[config.mk]
export PLATFORM = sky130hd
export DESIGN_NAME = pipe_fire_ctrl
export DESIGN_NICKNAME = d
export VERILOG_FILES = /design/src/rtl/pipe_fire_ctrl.sv
export SDC_FILE = /design/constraint.sdc
export NUM_CORES = 1
export LEC_CHECK = 0
export CAP_MARGIN = 5
export CORE_AREA = 10 10 66 68
export DETAILED_ROUTE_END_ITERATION = 16
export DIE_AREA = 0 0 76 78
export DONT_BUFFER_PORTS = 1
export SYNTH_ARGS = -nofsm -noshare
export SYNTH_HDL_FRONTEND = slang
export SYNTH_SLANG_ARGS = --single-unit
[constraint.sdc]
create_clock -name i_clk -period 2.9 [get_ports i_clk]
set_clock_uncertainty 0.2 [all_clocks]
set_input_delay 0.29 -clock i_clk [delete_from_list [all_inputs] [get_ports i_clk]]
set_output_delay 0.29 -clock i_clk [all_outputs]
set_load 0.02 [all_outputs]
[src/rtl/pipe_fire_ctrl.sv]
// pipe_fire_ctrl: valid/fire sequencer for a 5-stage IF/ID/EX/MEM/WB pipeline.
// Latency: fire strobes and o_launch are combinational from stage valids and handshakes; valids update next edge.
// Backpressure: a held or unacknowledged stage stalls every older stage behind it through the ready chain.
// Optional feature macro PIPE_STALL_CNT_EN adds o_stall_cnt, a saturating count of RUN cycles where ID is stuck.
module pipe_fire_ctrl #(
  parameter int CNT_W = 16
) (
  input  logic             i_clk,
  input  logic             i_rstn,
  input  logic             i_start,
  input  logic             i_halt,
  input  logic             i_if_valid,
  input  logic             i_hazard,
  input  logic             i_mem_wait,
  input  logic             i_flush,
  input  logic             i_wb_ack,
  output logic             o_fire_IF,
  output logic             o_fire_ID,
  output logic             o_fire_EX,
  output logic             o_fire_MEM,
  output logic             o_fire_WB,
  output logic             o_launch,
  output logic [4:0]       o_valid,
  output logic [1:0]       o_state,
  output logic             o_busy,
`ifdef PIPE_STALL_CNT_EN
  output logic [CNT_W-1:0] o_stall_cnt,
`endif
  output logic [CNT_W-1:0] o_retire_cnt
);

  typedef enum logic [1:0] {
    ST_IDLE   = 2'b00,
    ST_RUN    = 2'b01,
    ST_DRAIN  = 2'b10,
    ST_HALTED = 2'b11
  } state_t;

  state_t           state_q, state_d;
  logic [4:0]       valid_q, valid_d;
  logic [CNT_W-1:0] retire_cnt_q, retire_cnt_d;

  logic rdy_if, rdy_id, rdy_ex, rdy_mem, rdy_wb;
  logic fire_if, fire_id, fire_ex, fire_mem, fire_wb;
  logic launch;
  logic any_fire;

  // Ready chain evaluated from WB backward so a hold anywhere ripples to every older stage.
  always_comb begin
    rdy_wb   = i_wb_ack;
    fire_wb  = valid_q[4] & rdy_wb;
    rdy_mem  = ~valid_q[4] | fire_wb;
    fire_mem = valid_q[3] & rdy_mem & ~i_mem_wait;
    rdy_ex   = ~valid_q[3] | fire_mem;
    fire_ex  = valid_q[2] & rdy_ex;
    rdy_id   = ~valid_q[2] | fire_ex;
    // A flush kills IF and ID outright, so it dominates a simultaneous load-use hold.
    fire_id  = valid_q[1] & rdy_id & ~i_hazard & ~i_flush;
    rdy_if   = ~valid_q[1] | fire_id;
    fire_if  = valid_q[0] & rdy_if & ~i_flush;
    launch   = (state_q == ST_RUN) & i_if_valid & ~i_flush & (~valid_q[0] | fire_if);
    any_fire = fire_if | fire_id | fire_ex | fire_mem | fire_wb;
  end

  // Next valid bits: a stage is occupied if something arrives, or its occupant stays and is not killed.
  always_comb begin
    valid_d    = '0;
    valid_d[0] = launch  | (valid_q[0] & ~fire_if  & ~i_flush);
    valid_d[1] = fire_if | (valid_q[1] & ~fire_id  & ~i_flush);
    valid_d[2] = fire_id | (valid_q[2] & ~fire_ex);
    valid_d[3] = fire_ex | (valid_q[3] & ~fire_mem);
    valid_d[4] = fire_mem | (valid_q[4] & ~fire_wb);
    retire_cnt_d = retire_cnt_q + CNT_W'(fire_wb);
  end

  // Run-control FSM; halt beats a simultaneous start while running, drain ends once the pipe is empty.
  always_comb begin
    state_d = state_q;
    case (state_q)
      ST_IDLE:   if (i_start) state_d = ST_RUN;
      ST_RUN:    if (i_halt)  state_d = ST_DRAIN;
      ST_DRAIN:  if ((valid_q == 5'b0) && !any_fire) state_d = ST_HALTED;
      ST_HALTED: if (i_start) state_d = ST_RUN;
      default:   state_d = ST_IDLE;
    endcase
  end

  // Pipeline state registers; reset drops every in-flight instruction at once.
  always_ff @(posedge i_clk or negedge i_rstn) begin
    if (!i_rstn) begin
      state_q      <= ST_IDLE;
      valid_q      <= '0;
      retire_cnt_q <= '0;
    end else begin
      state_q      <= state_d;
      valid_q      <= valid_d;
      retire_cnt_q <= retire_cnt_d;
    end
  end

`ifdef PIPE_STALL_CNT_EN
  logic [CNT_W-1:0] stall_cnt_q, stall_cnt_d;
  logic             stall_inc;

  // Count RUN cycles where ID holds an instruction it cannot pass on; saturate instead of wrapping.
  always_comb begin
    stall_inc   = (state_q == ST_RUN) & valid_q[1] & ~fire_id & ~i_flush;
    stall_cnt_d = stall_cnt_q;
    if (stall_inc && (stall_cnt_q != {CNT_W{1'b1}})) begin
      stall_cnt_d = stall_cnt_q + CNT_W'(1);
    end
  end

  // Stall counter register.
  always_ff @(posedge i_clk or negedge i_rstn) begin
    if (!i_rstn) begin
      stall_cnt_q <= '0;
    end else begin
      stall_cnt_q <= stall_cnt_d;
    end
  end

  assign o_stall_cnt = stall_cnt_q;
`endif

  assign o_fire_IF    = fire_if;
  assign o_fire_ID    = fire_id;
  assign o_fire_EX    = fire_ex;
  assign o_fire_MEM   = fire_mem;
  assign o_fire_WB    = fire_wb;
  assign o_launch     = launch;
  assign o_valid      = valid_q;
  assign o_state      = state_q;
  assign o_busy       = |valid_q;
  assign o_retire_cnt = retire_cnt_q;

endmodule

==> impl_metrics.py, run 1 <==
metrics = {
    "critical_path": {
        "slowest_stage": "dfrtp_1",
        "crit_chain": "and2_1 > ha_1 > ha_1 > nand4_1 > nor3_1 > xor2_1",
        "r2r-start": "o_valid[4]",
        "reg2reg_depth": 6,
        "critPathLaunch": "o_valid[4]",
        "worst-r2r-setup-slack_ns": 0.57,
        "path_max_fanout": 6,
        "worstPathRequired_ns": 2.93,
        "slowest_delay_ns": 0.56,
        "critPathKind": "reg -> reg",
        "r2r-end": "o_retire_cnt[12]",
        "cp-endpoint": "o_retire_cnt[12]",
        "cpMostUsedCell": "ha_1",
        "startpoint_type": "flop",
        "critPathArrivalTime_ns": 2.36,
        "cp-end-kind": "flop",
    },
    "status": {
        "status": "completed",
    },
    "clocking": {
        "post_cts_buffers": 0,
        "cts_hold_buf": 9,
        "clkSlewWorstSetupHoldPaths_ns": 0.13,
        "cts.sinks": 23,
        "cts_tree": "yes",
        "ctsHtreeMaxLevel": 1,
        "clock_path_buffers": 2,
        "clock-root-buffer": "clkbuf_4",
        "cts_resized": 0,
        "numCtsBuffers": 3,
        "clock_latency_ns": 0.31,
    },
    "global_route": {
        "grt.overflow.total": 0,
        "use_met2_pct": 14.63,
        "gr-usage-all-layers_pct": 9.485,
        "grt_max_degree": 24,
        "grt-busiest-layer": "met2",
        "antenna_found_initial": 0,
        "grtUsageMet3_pct": 4.724,
        "grt_pass1_wl_um": 4664,
        "grt_pass1_vias": 904,
        "met1_usage_pct": 10.92,
    },
    "sta": {
        "worst_pin_slew_ns": 1.042,
        "final_max_slew_viol_count": 0,
        "setup_violations": 0,
        "min_period_over_period_pct": 80.41,
        "layout_min_cycle_time_ns": 2.332,
        "rsz0062_at_grt": "false",
        "hold_viol_final": 0,
        "setup-tns-final_ns": 0,
        "fmax_mhz": 428.9,
        "finalWorstSetupSlack_ns": 0.5682,
        "relSlewSlack_pct": 30.33,
    },
    "worst_hold_path": {
        "hold_class": "in -> reg",
    },
    "layout": {
        "nets": 138,
        "drive_above_1_share_pct": 8.065,
        "fillerInstances": 308,
        "syn_to_final_growth_pct": 14.86,
        "multi_input_area_um2": 565.5,
        "diodes": 0,
        "seqCellArea_um2": 575.6,
        "fin_area_um2": 1354,
        "utilization_pct": 42.58,
    },
    "route": {
        "wl_per_cell_um": 16.09,
        "drtAntennaViolNets": 0,
        "drt_iter0_markers": 37,
        "vias": 877,
        "first_pass_iters": 4,
        "post-route-drc-count": 0,
        "via_per_inst": 5.159,
        "wirelength_um": 2736,
    },
    "power_and_ir_drop": {
        "ir_drop_uv": 305.3,
        "power.internal_uw": 466.0,
        "total_power_uw": 719.9,
        "p_comb_share_pct": 19.1,
        "power_density_nw_per_um2": 531.8,
        "seq_power_share_pct": 60.6,
        "clkPwrFrac_pct": 20.3,
        "leakagePower_uw": 0.0006526,
        "netSwitchingFraction_pct": 35.28,
        "p_switching_uw": 254.0,
    },
    "die": {
        "die_y_um": 78,
        "rows": 21,
        "pin_count": 39,
        "start_util_pct": 37.07,
        "core_area_um2": 3179,
        "dieArea_um2": 5928,
        "die_w_um": 76,
    },
    "yosys": {
        "ys_seq_area_share_pct": 48.83,
        "synth.cell_area_um2": 1179,
        "synth-seq-cells": 23,
        "synth.avg_cell_area_um2": 10.62,
        "yosysUniqueCellTypes": 26,
        "yosys_warnings": 0,
        "async_flop_share_pct": 100.0,
        "synth_nets": 124,
        "syn_inst": 111,
        "ys.flop_type": "dfrtp_1",
        "synth-edff-count": 0,
    },
    "placed_design": {
        "pre_cts_ws_ns": 0.5868,
        "dpl_cell_area_um2": 1236,
        "dp_hpwl_um": 2050,
        "gp_congestion": 0.7058,
        "io_buffer_count": 0,
    },
    "job": {
        "maxCapViolations": 0,
    },
}
metal layers:
| metal | up-vias | share of wire (%) |
|---|---|---|
| met4 | 0 | 0.66 |
| li1 | 419 | - |
| met5 | - | 0 |
| met3 | 2 | 11 |
| met2 | 31 | 46 |
| met1 | 425 | 41 |
area by class of cell:
cell class / count / share of cell area, %
clock buffer: 3 / 1.664
inverter: 10 / 2.773
timing repair buffer: 9 / 6.654
clock inverter: 1 / 0.3697
tap: 46 / 4.251
sequential: 23 / 42.51
multi-input combinational: 78 / 41.77
layout by cell type, fill, tap and decap left out, types with 2 or more instances in the layout:
cell / instances
xor2_1: 7
nor3_1: 5
nand2b_1: 4
and3_1: 2
nand2_1: 8
nand3_1: 6
clkbuf_4: 3
dlygate4sd3_1: 9
a211oi_1: 2
o21ai_0: 2
nor2b_1: 2
nand4_1: 6
and2_1: 3
a32o_1: 3
ha_1: 4
dfrtp_1: 23
nor4_2: 4
inv_1: 10
nor2_1: 5
xnor2_1: 7
cell families after synthesis:
kind of cell | Yosys count | share of synthesized area [%]
compound gates | 11 | 7.538
xor+xnor | 14 | 10.40
fa+ha+maj | 4 | 4.246
buf+inv | 10 | 3.185
flops | 23 | 48.83
simple gates | 49 | 25.80
flip-flops by register name, indices dropped and copies added, names as in the netlist:
register / count
o_valid: 5
o_state: 2
o_retire_cnt: 16
stage by stage:
| step | instances | hold slack [ns] |
|---|---|---|
| after floorplan | 111 | -0.2056 |
| final | 170 | 0.04309 |
| after CTS | 170 | 0.02368 |
| after detailed placement | 157 | -0.2047 |
| after global routing | 170 | 0.04013 |
| after global placement | 157 | -0.2047 |
power groups by stage:
stage	sequential (µW)	clock [µW]	combinational, µW
after floorplan	429	0	101
after global placement	443	0	117
after detailed placement	446	0	123
after CTS	439	153	140
after global routing	445	172	155
final	436	146	137
synth_stat cells (2+ instances only):
master | instances | area [µm²]
ha_1 | 4 | 50.05
and2_1 | 3 | 18.77
nor2b_1 | 2 | 12.51
and3_1 | 2 | 12.51
a32o_1 | 3 | 30.03
nand2_1 | 8 | 30.03
nand4_1 | 6 | 37.54
nand3_1 | 6 | 30.03
o21ai_0 | 2 | 10.01
nor3_1 | 5 | 25.02
nor2_1 | 5 | 18.77
xor2_1 | 7 | 61.31
inv_1 | 10 | 37.54
nand2b_1 | 4 | 25.02
xnor2_1 | 7 | 61.31
a211oi_1 | 2 | 15.01
dfrtp_1 | 23 | 575.6
nor4_2 | 4 | 50.05
critical path: cells and delay by family (launching register included):
family / cells / cell delay [ns]
XOR/XNOR: 1 / 0.17
AND/OR/NAND/NOR: 3 / 0.79
adder cells (fa/ha/maj): 2 / 0.54
flip-flops: 1 / 0.56
how the worst min path moves through the flow:
| stage | from | to | slack, ns | cells after the start |
|---|---|---|---|---|
| after floorplan | i_rstn | o_retire_cnt[0] | -0.21 | 0 |
| after global placement | i_rstn | o_retire_cnt[7] | -0.20 | 0 |
| after detailed placement | i_rstn | o_retire_cnt[7] | -0.20 | 0 |
| after CTS | i_mem_wait | o_valid[2] | 0.02 | 2 |
| after global routing | i_mem_wait | o_valid[2] | 0.04 | 2 |
| final | i_mem_wait | o_valid[2] | 0.04 | 2 |
Note: power is estimated with default switching activity, not from simulation.
==> run 2, diff against run 1 <==
==> constraint.sdc (replaced) <==
create_clock -name i_clk -period 2.1 [get_ports i_clk]
set_clock_uncertainty 0.2 [all_clocks]
set_input_delay 0.21 -clock i_clk [delete_from_list [all_inputs] [get_ports i_clk]]
set_output_delay 0.21 -clock i_clk [all_outputs]
set_load 0.02 [all_outputs]
==> run 2 against run 1 <==
Flip-flop and latch count unchanged. Global-route usage is 0.089 points higher. Count of clock-buffer cells in the layout up 1. First-iteration DRC count grew 16%. Largest power group unchanged. Largest cell class is now multi-input gates. Cell area increased by 8.0%. Hold slack worse by 0.013 ns. Final cell count up 5.3%. Highest routed layer unchanged.
==> impl_metrics.py, run 2 (same netlist as run 1, synthesis figures left out) <==
metrics = {
    "sta": {
        "min_period_over_period_pct": 95.23,
        "final_max_slew_viol_count": 0,
        "layout_min_cycle_time_ns": 2.000,
        "hold_viol_final": 0,
        "fmax_mhz": 500.0,
        "setup-tns-final_ns": 0,
        "worst_pin_slew_ns": 1.022,
        "setup_violations": 0,
        "relSlewSlack_pct": 31.67,
        "finalWorstSetupSlack_ns": 0.1002,
    },
    "critical_path": {
        "critPathKind": "in -> reg",
        "crit_chain": "dlygate4sd3_1 > and2_1 > ha_1 > ha_2 > nand4_1 > nor3_1 > xor2_1",
        "r2r-end": "o_valid[1]",
        "r2r-start": "o_valid[4]",
        "slowest_stage": "dlygate4sd3_1",
        "reg2reg_depth": 6,
        "cp-end-kind": "flop",
        "path_max_fanout": 5,
        "worstPathRequired_ns": 2.13,
        "critPathArrivalTime_ns": 2.03,
        "worst-r2r-setup-slack_ns": 0.12,
        "slowest_delay_ns": 0.52,
        "startpoint_type": "input pin",
    },
    "worst_hold_path": {
        "holdPathStages": 2,
        "hold_class": "in -> reg",
        "worstHoldEndpoint": "o_valid[0]",
        "hp-start": "i_hazard",
    },
    "die": {
        "die_y_um": 78,
        "core_area_um2": 3179,
        "dieArea_um2": 5928,
        "pin_count": 39,
        "die_w_um": 76,
        "start_util_pct": 37.07,
        "rows": 21,
    },
    "power_and_ir_drop": {
        "seq_power_share_pct": 52.9,
        "p_switching_uw": 361.6,
        "clkPwrFrac_pct": 18.7,
        "power.internal_uw": 697.4,
        "leakagePower_uw": 0.0007055,
        "power_density_nw_per_um2": 724.1,
        "total_power_uw": 1059,
        "netSwitchingFraction_pct": 34.14,
        "p_comb_share_pct": 28.4,
        "ir_drop_uv": 418.6,
    },
    "global_route": {
        "grt-busiest-layer": "met2",
        "use_met2_pct": 16.41,
        "grt.overflow.total": 0,
        "gr-usage-all-layers_pct": 9.574,
        "grt_pass1_wl_um": 4774,
        "grt_pass1_vias": 984,
        "antenna_found_initial": 0,
        "met1_usage_pct": 10.03,
        "grt_max_degree": 24,
        "grtUsageMet3_pct": 5.645,
    },
    "clocking": {
        "cts.sinks": 23,
        "clock_latency_ns": 0.30,
        "ctsHtreeMaxLevel": 1,
        "cts_tree": "yes",
        "numCtsBuffers": 3,
        "clkSlewWorstSetupHoldPaths_ns": 0.12,
        "clock-root-buffer": "clkbuf_4",
        "clock_path_buffers": 2,
    },
    "layout": {
        "drive_above_1_share_pct": 20.30,
        "utilization_pct": 46.01,
        "final_common_cell": "dfrtp_1",
        "diodes": 0,
        "fillerInstances": 305,
        "largest_register_ffs": 16,
        "final_cell_mix": "20 x dfrtp_1, 10 x inv_1, 10 x dlygate4sd3_1, 8 x nand2_1, 8 x buf_4",
        "nets": 147,
        "final_cells": 179,
        "syn_to_final_growth_pct": 24.10,
    },
    "route": {
        "vias": 914,
        "drt_iter0_markers": 43,
        "wirelength_um": 2908,
        "drtAntennaViolNets": 0,
        "via_per_inst": 5.106,
        "first_pass_iters": 4,
        "wl_per_cell_um": 16.25,
        "post-route-drc-count": 0,
    },
    "placed_design": {
        "dp_cells": 164,
        "io_buffer_count": 0,
        "pre_cts_ws_ns": 0.2066,
        "dp_hpwl_um": 2195,
        "gp_congestion": 0.7437,
    },
    "status": {
        "status": "completed",
    },
    "job": {
        "maxCapViolations": 0,
    },
}
## run 2: changes by cell type in the layout (fill, tap and decap cells not counted), moves of 2 or more
cell / delta
buf_4: +8
dfrtp_1: -3
dfrtp_2: +3
ha_1: -2
nor2b_1: -2
## run 2: final cells by class
type / instances / area (µm²) / share of cell area, %
clock buffer: 4 / 26.28 / 1.796
multi-input combinational: 78 / 601.8 / 41.15
timing repair buffer: 18 / 160.2 / 10.95
tap: 46 / 57.56 / 3.935
sequential: 23 / 579.3 / 39.61
inverter: 10 / 37.54 / 2.566
## run 2: critical path: cells and delay by family
family,cells,cell delay [ns]
adders and majority gates,2,0.46
buffers and inverters,1,0.52
and+or+nand+nor,3,0.66
xor gates and xnor gates,1,0.18
## run 2: worst max-delay path by stage
stage / startpoint / end / slack, ns / cells after the start
after global routing: i_wb_ack / o_retire_cnt[14] / -0.02 / 7
after global placement: o_valid[4] / o_retire_cnt[12] / 0.29 / 6
after floorplan: o_valid[4] / o_retire_cnt[12] / 0.02 / 6
after CTS: o_valid[4] / o_fire_ID / 0.01 / 4
final: i_wb_ack / o_retire_cnt[10] / 0.10 / 7
after detailed placement: o_valid[4] / o_retire_cnt[10] / 0.21 / 6
## run 2: repair_timing
item                                    4_1_cts  5_1_grt
hold buffers                                 10        0
pin swaps                                     0        1
endpoints found under the setup margin        1        6
setup buffers                                 0        1
endpoints found under the hold margin        31        0
resized for setup                             1       11
## run 2: power groups by stage
stage / combinational [µW] / clock [µW] / sequential (µW)
after global placement: 251 / 0 / 562
final: 301 / 198 / 560
after CTS: 289 / 209 / 555
after global routing: 340 / 230 / 568
after floorplan: 140 / 0 / 593
after detailed placement: 263 / 0 / 563
## run 2: stage by stage
stage	hold slack [ns]	area, µm²
2_1_floorplan	-0.2856	1179
3_3_place_gp	-0.2847	1289
3_5_place_dp	-0.2848	1289
4_1_cts	0.01851	1418
5_1_grt	0.02842	1463
6_report	0.02961	1463
## run 2: routing by layer
layer	part of all wire [%]	up-vias	wire, µm
li1	-	434	-
met1	37	445	1090
met2	50	33	1465
met3	11	2	334
met4	0.58	0	17
met5	0	-	0
